[src/rtl/cache_refill_ctrl_if.sv]
// ---------------------------------------------------------------------------
// cache_refill_ctrl_if
// Bundles every bus that the refill controller touches.
//   Requester side : req_valid/req_addr/req_ready, resp_valid/resp_data/
//                    resp_err/resp_ready
//   Cache side     : cache_re/cache_read_addr/cache_out/cache_hit,
//                    cache_we/cache_write_addr/cache_in
//   Memory side    : mem_req/mem_addr/mem_ack/mem_rdata
// Modports:
//   slave  - the refill controller's view
//   master - the environment's view (requester, cache and memory together)
// ---------------------------------------------------------------------------
interface cache_refill_ctrl_if #(
    parameter int CACHE_DATA_WIDTH = 8,
    parameter int CACHE_ADDR_WIDTH = 8
);
    logic                        req_valid;
    logic [CACHE_ADDR_WIDTH-1:0] req_addr;
    logic                        req_ready;
    logic                        resp_valid;
    logic [CACHE_DATA_WIDTH-1:0] resp_data;
    logic                        resp_err;
    logic                        resp_ready;

    logic                        cache_re;
    logic [CACHE_ADDR_WIDTH-1:0] cache_read_addr;
    logic [CACHE_DATA_WIDTH-1:0] cache_out;
    logic                        cache_hit;
    logic                        cache_we;
    logic [CACHE_ADDR_WIDTH-1:0] cache_write_addr;
    logic [CACHE_DATA_WIDTH-1:0] cache_in;

    logic                        mem_req;
    logic [CACHE_ADDR_WIDTH-1:0] mem_addr;
    logic                        mem_ack;
    logic [CACHE_DATA_WIDTH-1:0] mem_rdata;

    modport slave (
        input  req_valid, req_addr, resp_ready,
        input  cache_out, cache_hit,
        input  mem_ack, mem_rdata,
        output req_ready, resp_valid, resp_data, resp_err,
        output cache_re, cache_read_addr, cache_we, cache_write_addr, cache_in,
        output mem_req, mem_addr
    );

    modport master (
        output req_valid, req_addr, resp_ready,
        output cache_out, cache_hit,
        output mem_ack, mem_rdata,
        input  req_ready, resp_valid, resp_data, resp_err,
        input  cache_re, cache_read_addr, cache_we, cache_write_addr, cache_in,
        input  mem_req, mem_addr
    );
endinterface

[src/rtl/cache_refill_ctrl.sv]
// ---------------------------------------------------------------------------
// cache_refill_ctrl
// Single-outstanding miss handler in front of an N-way cache. Accepts one
// read request, looks it up in the cache, answers hits directly and, on a
// miss, fetches the word from memory, writes it into the cache and answers.
// A memory that does not acknowledge within TIMEOUT cycles yields an error
// response with zero data and no cache fill.
// Ports:
//   clk        - clock, rising edge
//   rstn       - asynchronous active-low reset
//   bus        - requester / cache / memory buses (slave modport)
//   hit_count  - saturating hit counter
//   miss_count - saturating miss counter
// All bus outputs are decoded from registers only (Moore style).
// ---------------------------------------------------------------------------
module cache_refill_ctrl #(
    parameter int CACHE_DATA_WIDTH = 8,
    parameter int CACHE_ADDR_WIDTH = 8,
    parameter int TIMEOUT          = 16,
    parameter int CNT_WIDTH        = 16
) (
    input  logic                 clk,
    input  logic                 rstn,
    cache_refill_ctrl_if.slave   bus,
    output logic [CNT_WIDTH-1:0] hit_count,
    output logic [CNT_WIDTH-1:0] miss_count
);

    localparam int               TO_W    = $clog2(TIMEOUT);
    localparam logic [TO_W-1:0]  TO_LAST = TO_W'(TIMEOUT - 1);

    typedef enum logic [2:0] {
        IDLE,
        LOOKUP,
        CHECK,
        FETCH,
        FILL,
        RESP
    } state_t;

    state_t                      state;
    state_t                      state_nx;
    logic [CACHE_ADDR_WIDTH-1:0] addr_r;
    logic [CACHE_DATA_WIDTH-1:0] data_r;
    logic                        err_r;
    logic [TO_W-1:0]             to_cnt;

    // State register
    always_ff @(posedge clk or negedge rstn) begin
        if (!rstn) begin
            state <= IDLE;
        end else begin
            state <= state_nx;
        end
    end

    // Next-state decode
    always_comb begin
        state_nx = state;
        case (state)
            IDLE:    if (bus.req_valid) state_nx = LOOKUP;
            LOOKUP:  state_nx = CHECK;
            CHECK:   state_nx = bus.cache_hit ? RESP : FETCH;
            // An ack on the last allowed cycle still wins over the timeout.
            FETCH: begin
                if (bus.mem_ack) begin
                    state_nx = FILL;
                end else if (to_cnt == TO_LAST) begin
                    state_nx = RESP;
                end
            end
            FILL:    state_nx = RESP;
            RESP:    if (bus.resp_ready) state_nx = IDLE;
            default: state_nx = IDLE;
        endcase
    end

    // Address, data, error and timeout registers
    always_ff @(posedge clk or negedge rstn) begin
        if (!rstn) begin
            addr_r <= '0;
            data_r <= '0;
            err_r  <= 1'b0;
            to_cnt <= '0;
        end else begin
            case (state)
                IDLE: begin
                    if (bus.req_valid) addr_r <= bus.req_addr;
                end
                CHECK: begin
                    if (bus.cache_hit) begin
                        data_r <= bus.cache_out;
                    end else begin
                        to_cnt <= '0;
                    end
                end
                FETCH: begin
                    to_cnt <= to_cnt + 1'b1;
                    if (bus.mem_ack) begin
                        data_r <= bus.mem_rdata;
                    end else if (to_cnt == TO_LAST) begin
                        data_r <= '0;
                        err_r  <= 1'b1;
                    end
                end
                RESP: begin
                    if (bus.resp_ready) err_r <= 1'b0;
                end
                default: ;
            endcase
        end
    end

    // Performance counters stick at all-ones instead of wrapping
    always_ff @(posedge clk or negedge rstn) begin
        if (!rstn) begin
            hit_count  <= '0;
            miss_count <= '0;
        end else if (state == CHECK) begin
            if (bus.cache_hit) begin
                if (hit_count != '1) hit_count <= hit_count + 1'b1;
            end else begin
                if (miss_count != '1) miss_count <= miss_count + 1'b1;
            end
        end
    end

    // Moore output decode
    assign bus.req_ready        = (state == IDLE);
    assign bus.cache_re         = (state == LOOKUP);
    assign bus.mem_req          = (state == FETCH);
    assign bus.cache_we         = (state == FILL);
    assign bus.resp_valid       = (state == RESP);
    assign bus.resp_err         = err_r;
    assign bus.resp_data        = data_r;
    assign bus.cache_read_addr  = addr_r;
    assign bus.cache_write_addr = addr_r;
    assign bus.mem_addr         = addr_r;
    assign bus.cache_in         = data_r;

endmodule
[src/flat_wrapper.sv]
// flat-port wrapper written by rule: the top's interface ports become plain ports
module cache_refill_ctrl_flat 
#(
    parameter int CACHE_DATA_WIDTH = 8,
    parameter int CACHE_ADDR_WIDTH = 8,
    parameter int TIMEOUT          = 16,
    parameter int CNT_WIDTH        = 16
)
  (clk, rstn, hit_count, miss_count, bus_req_valid, bus_req_addr, bus_resp_ready, bus_cache_out, bus_cache_hit, bus_mem_ack, bus_mem_rdata, bus_req_ready, bus_resp_valid, bus_resp_data, bus_resp_err, bus_cache_re, bus_cache_read_addr, bus_cache_we, bus_cache_write_addr, bus_cache_in, bus_mem_req, bus_mem_addr);
  cache_refill_ctrl_if #(.CACHE_DATA_WIDTH(CACHE_DATA_WIDTH), .CACHE_ADDR_WIDTH(CACHE_ADDR_WIDTH)) bus_i ();
  input  logic clk;
  input  logic rstn;
  output logic [CNT_WIDTH-1:0] hit_count;
  output logic [CNT_WIDTH-1:0] miss_count;
  input wire logic [$bits(bus_i.req_valid)-1:0] bus_req_valid;
  input wire logic [$bits(bus_i.req_addr)-1:0] bus_req_addr;
  input wire logic [$bits(bus_i.resp_ready)-1:0] bus_resp_ready;
  input wire logic [$bits(bus_i.cache_out)-1:0] bus_cache_out;
  input wire logic [$bits(bus_i.cache_hit)-1:0] bus_cache_hit;
  input wire logic [$bits(bus_i.mem_ack)-1:0] bus_mem_ack;
  input wire logic [$bits(bus_i.mem_rdata)-1:0] bus_mem_rdata;
  output wire logic [$bits(bus_i.req_ready)-1:0] bus_req_ready;
  output wire logic [$bits(bus_i.resp_valid)-1:0] bus_resp_valid;
  output wire logic [$bits(bus_i.resp_data)-1:0] bus_resp_data;
  output wire logic [$bits(bus_i.resp_err)-1:0] bus_resp_err;
  output wire logic [$bits(bus_i.cache_re)-1:0] bus_cache_re;
  output wire logic [$bits(bus_i.cache_read_addr)-1:0] bus_cache_read_addr;
  output wire logic [$bits(bus_i.cache_we)-1:0] bus_cache_we;
  output wire logic [$bits(bus_i.cache_write_addr)-1:0] bus_cache_write_addr;
  output wire logic [$bits(bus_i.cache_in)-1:0] bus_cache_in;
  output wire logic [$bits(bus_i.mem_req)-1:0] bus_mem_req;
  output wire logic [$bits(bus_i.mem_addr)-1:0] bus_mem_addr;
  assign bus_i.req_valid = bus_req_valid;
  assign bus_i.req_addr = bus_req_addr;
  assign bus_i.resp_ready = bus_resp_ready;
  assign bus_i.cache_out = bus_cache_out;
  assign bus_i.cache_hit = bus_cache_hit;
  assign bus_i.mem_ack = bus_mem_ack;
  assign bus_i.mem_rdata = bus_mem_rdata;
  assign bus_req_ready = bus_i.req_ready;
  assign bus_resp_valid = bus_i.resp_valid;
  assign bus_resp_data = bus_i.resp_data;
  assign bus_resp_err = bus_i.resp_err;
  assign bus_cache_re = bus_i.cache_re;
  assign bus_cache_read_addr = bus_i.cache_read_addr;
  assign bus_cache_we = bus_i.cache_we;
  assign bus_cache_write_addr = bus_i.cache_write_addr;
  assign bus_cache_in = bus_i.cache_in;
  assign bus_mem_req = bus_i.mem_req;
  assign bus_mem_addr = bus_i.mem_addr;
  cache_refill_ctrl #(.CACHE_DATA_WIDTH(CACHE_DATA_WIDTH), .CACHE_ADDR_WIDTH(CACHE_ADDR_WIDTH), .TIMEOUT(TIMEOUT), .CNT_WIDTH(CNT_WIDTH)) u_core (.clk(clk), .rstn(rstn), .bus(bus_i), .hit_count(hit_count), .miss_count(miss_count));
endmodule
[config.mk]
export PLATFORM = sky130hd
export DESIGN_NAME = cache_refill_ctrl_flat
export DESIGN_NICKNAME = d
export VERILOG_FILES = /design/src/rtl/cache_refill_ctrl_if.sv /design/src/rtl/cache_refill_ctrl.sv /design/src/flat_wrapper.sv
export SDC_FILE = /design/constraint.sdc
export NUM_CORES = 1
export LEC_CHECK = 0
export ABC_AREA = 1
export CORE_MARGIN = 8
export CORE_UTILIZATION = 35
export CTS_BUF_LIST = sky130_fd_sc_hd__clkbuf_4 sky130_fd_sc_hd__clkbuf_8
export DETAILED_ROUTE_END_ITERATION = 10
export GPL_TIMING_DRIVEN = 0
export PLACE_DENSITY = 0.7
export SYNTH_ARGS = -nofsm -noshare
export SYNTH_HDL_FRONTEND = slang
export SYNTH_SLANG_ARGS = --single-unit
[constraint.sdc]
create_clock -name clk -period 1.55 [get_ports clk]
set_clock_uncertainty 0.05 [all_clocks]
set_input_delay 0.31 -clock clk [delete_from_list [all_inputs] [get_ports clk]]
set_output_delay 0.31 -clock clk [all_outputs]
set_load 0.02 [all_outputs]
==> flow_summary.yaml <==
synth:
  synth_fp_nets: 506
  syn_inst: 473
  ys_ff_latch: 56
  synth_top_cell_by_area: "dfrtp_1"
  synth-xor-area-share_pct: 3.624
  syn_area_per_cell_um2: 7.153
  ys_dominant_reg_cell: "dfrtp_1"
  synth_compound_area_share_pct: 4.697
  yosysWarnings: 0
  yosysSeqAreaShare_pct: 41.42
  netlist.area_leader.share_pct: 41.42
  netlist_area_mm2: 0.003383
  synth_top_family_by_area: "simple AND/OR/NAND/NOR gates"
  synth.area.mux_share_pct: 0
  synth-edff-count: 0
  synth_adder_area_share_pct: 1.109
  ys_top_cells_by_area: "dfrtp_1 41%, nand2_1 21%, nand3_1 7.1%"
  synth.distinct_cells: 27
  yosys.area_share.simple_pct: 38.05
  synthArstFlopShare_pct: 100.0
global_routing:
  grtUsageTotal_pct: 15.01
  grt_first_pass_wirelength_mm: 16.17
  grt_max_degree: 33
  grt_pass1_vias: 3416
  antenna_found_initial: 0
  overflow: 0
status:
  violations: "setup timing"
  status: "complete, but fails checks"
clock_tree:
  clock_path_buffers: 2
  cts_tree: "yes"
  insertion_delay_ns: 0.30
  clk_pin_slew_worst_paths_ns: 0.10
  clockRootBuffer: "clkbuf_8"
  htreeDepth: 2
  clock_sink_count: 56
  numCtsBuffers: 5
final_layout:
  syn2layout_area_growth_pct: 57.03
  nFillCells: 897
  fin_nets: 680
  diodes: 0
  seqCellArea_mm2: 0.001420
  drive_gt1_share_pct: 29.83
  multi_input_area_mm2: 0.001772
setup_path:
  cp-end-kind: "output pin"
  reg2reg_setup_slack_ns: -0.13
  cp.arrival_ns: 1.36
  crit_fanout: 5
  crit_required_ns: 1.19
  startpoint_type: "register"
  path_class: "register to output pin"
floorplan:
  rows: 36
  die_h_um: 114.3
  initial_core_util_pct: 35.26
  num_io_pins: 108
  dieWidth_um: 114.3
  dieArea_mm2: 0.01307
  core_mm2: 0.009594
timing:
  finalCriticalPeriod_ns: 1.720
  fmax_mhz: 581.3
  fin_crit_sh_pct: 111.0
  setup_violations: 44
  rsz0062_at_grt: "true"
  tns_ns: -3.028
  tightest_slew_ns: 0.6276
  hold_violations: 0
  max-slew-margin-rel_pct: 58.16
  fin_ws_ns: -0.1704
  slew_violations: 0
route:
  drtPass1Iterations: 4
  ant_nets: 0
  via_per_inst: 4.731
  first_iter_violations: 156
  drc: 0
  num_vias: 3690
  routedWlPerCell_um: 13.85
  wl_mm: 10.81
power:
  pwr-share-seq_pct: 28.1
  power_density_mw_per_mm2: 1612
  p_sw_share_pct: 44.39
  p_clk_share_pct: 9.2
  internal_power_w: 0.004761
  p_leak_nw: 2.730
  vdd_drop_max_mv: 0.7043
  switchingPower_w: 0.003801
  combPwrFrac_pct: 62.7
placed_design:
  dp_slack_ns: -0.4721
  routabilityCongestion: 0.8372
  io_buffers: 105
  dp.final_hpwl_mm: 7.184
run:
  cap_violations: 0
min_path:
  timing.hold.worst.class: "input port to register"
-- power by group through the flow --
stage          Sequential, W  Clock [W]  Combinational (W)
2_1_floorplan        0.00282          0            0.00216
3_3_place_gp         0.00246          0            0.00440
3_5_place_dp         0.00247          0            0.00448
4_1_cts              0.00240   0.000836            0.00468
5_1_grt              0.00247   0.000881            0.00577
6_report             0.00241   0.000789            0.00536
-- path summary, 6_finish.rpt --
kind / start / end / cells after the start
worst min-delay path: bus_req_valid / u_core.bus.cache_read_addr[7]$_DFFE_PN0P_ / 3
worst max register to register: u_core.state[2]$_DFFE_PN0P_ / u_core.miss_count[2]$_DFFE_PN0P_ / 9
min in group asynchronous: rstn / u_core.miss_count[15]$_DFFE_PN0P_ / 2
max in group asynchronous: rstn / u_core.hit_count[13]$_DFFE_PN0P_ / 3
worst min register to register: u_core.to_cnt[3]$_DFFE_PN0P_ / u_core.to_cnt[3]$_DFFE_PN0P_ / 2
worst max-delay path: u_core.state[0]$_DFFE_PN0P_ / bus_cache_re / 3
-- repair_timing --
action                     4_1_cts  5_1_grt
setup endpoints to repair      112       72
gates cloned                     0        3
resized for setup              168       75
pin swaps                       10       18
hold buffers                     1        0
buffers inserted                30       30
hold endpoints to repair        24        0
-- kinds of logic (layout without fill, tap and decap cells) --
group / after synthesis / in the layout
buffers and inverters: 69 / 243
xor gates and xnor gates: 14 / 14
DFF: 56 / 56
adders and majority gates: 3 / 3
AOI/OAI and AO/OA: 29 / 29
and+or+nand+nor: 302 / 302
-- layout by cell type (no fill, tap or decap), drive strengths merged, types with 2 or more instances in the layout --
cell type / count
nand2: 194
a21oi: 2
clkinvlp: 2
clkbuf: 19
nand4: 13
o21ai: 26
clkdlybuf4s50: 26
xnor2: 4
clkinv: 2
ha: 3
buf: 109
dlygate4sd2: 42
clkdlybuf4s15: 9
dfrtp: 56
inv: 33
xor2: 10
nor2: 44
nand3: 49
-- per-stage QoR --
stage	cells	hold slack, ns	total power, W	util, %	instance area, um2
2_1_floorplan	473	-0.03559	0.004980	-	3430
3_3_place_gp	711	0.4177	0.006860	48.44	4647
3_5_place_dp	712	0.3109	0.006956	48.59	4662
4_1_cts	748	0.3910	0.007907	51.28	4920
5_1_grt	780	0.4716	0.009124	55.37	5313
6_report	780	0.4391	0.008562	55.37	5313
-- cell type report --
class | count | share of cell area, %
Multi-Input combinational cell | 348 | 33.35
Buffer | 34 | 5.158
Timing Repair Buffer | 167 | 27.32
Tap cell | 133 | 3.132
Inverter | 35 | 2.779
Clock inverter | 2 | 0.2355
Clock buffer | 5 | 1.295
Sequential cell | 56 | 26.73
-- Yosys cell counts (4+ instances only) --
master and instances:
xnor2_1 4, nand2_2 6, nand4_1 13, buf_4 26, xor2_1 10, nor2_1 39, nand3_1 48, o21ai_0 22
inv_1 32, nand2_1 187, dfrtp_1 56
-- sequential cells by signal (all words and copies together) (netlist names) --
register / flops
u_core.bus.cache_in: 8
u_core.bus.cache_read_addr: 8
u_core.bus.resp_err: 1
u_core.hit_count: 16
u_core.miss_count: 16
u_core.state: 3
u_core.to_cnt: 4
-- critical path: stages (launching register included) --
cell	delay, ns
dfrtp_2	0.44
inv_1	0.11
nor3_1	0.29
buf_4	0.22
-- layer usage --
layer / routed length, um / share of wire (%) / up-vias / GRT usage [%]
li1: - / - / 1825 / -
met1: 4305 / 40 / 1751 / 16.78
met2: 5810 / 54 / 100 / 28.04
met3: 553 / 5.1 / 14 / 3.376
met4: 138 / 1.3 / 0 / 3.549
met5: 0 / 0 / - / 0
Note: power is estimated with default switching activity, not from simulation.
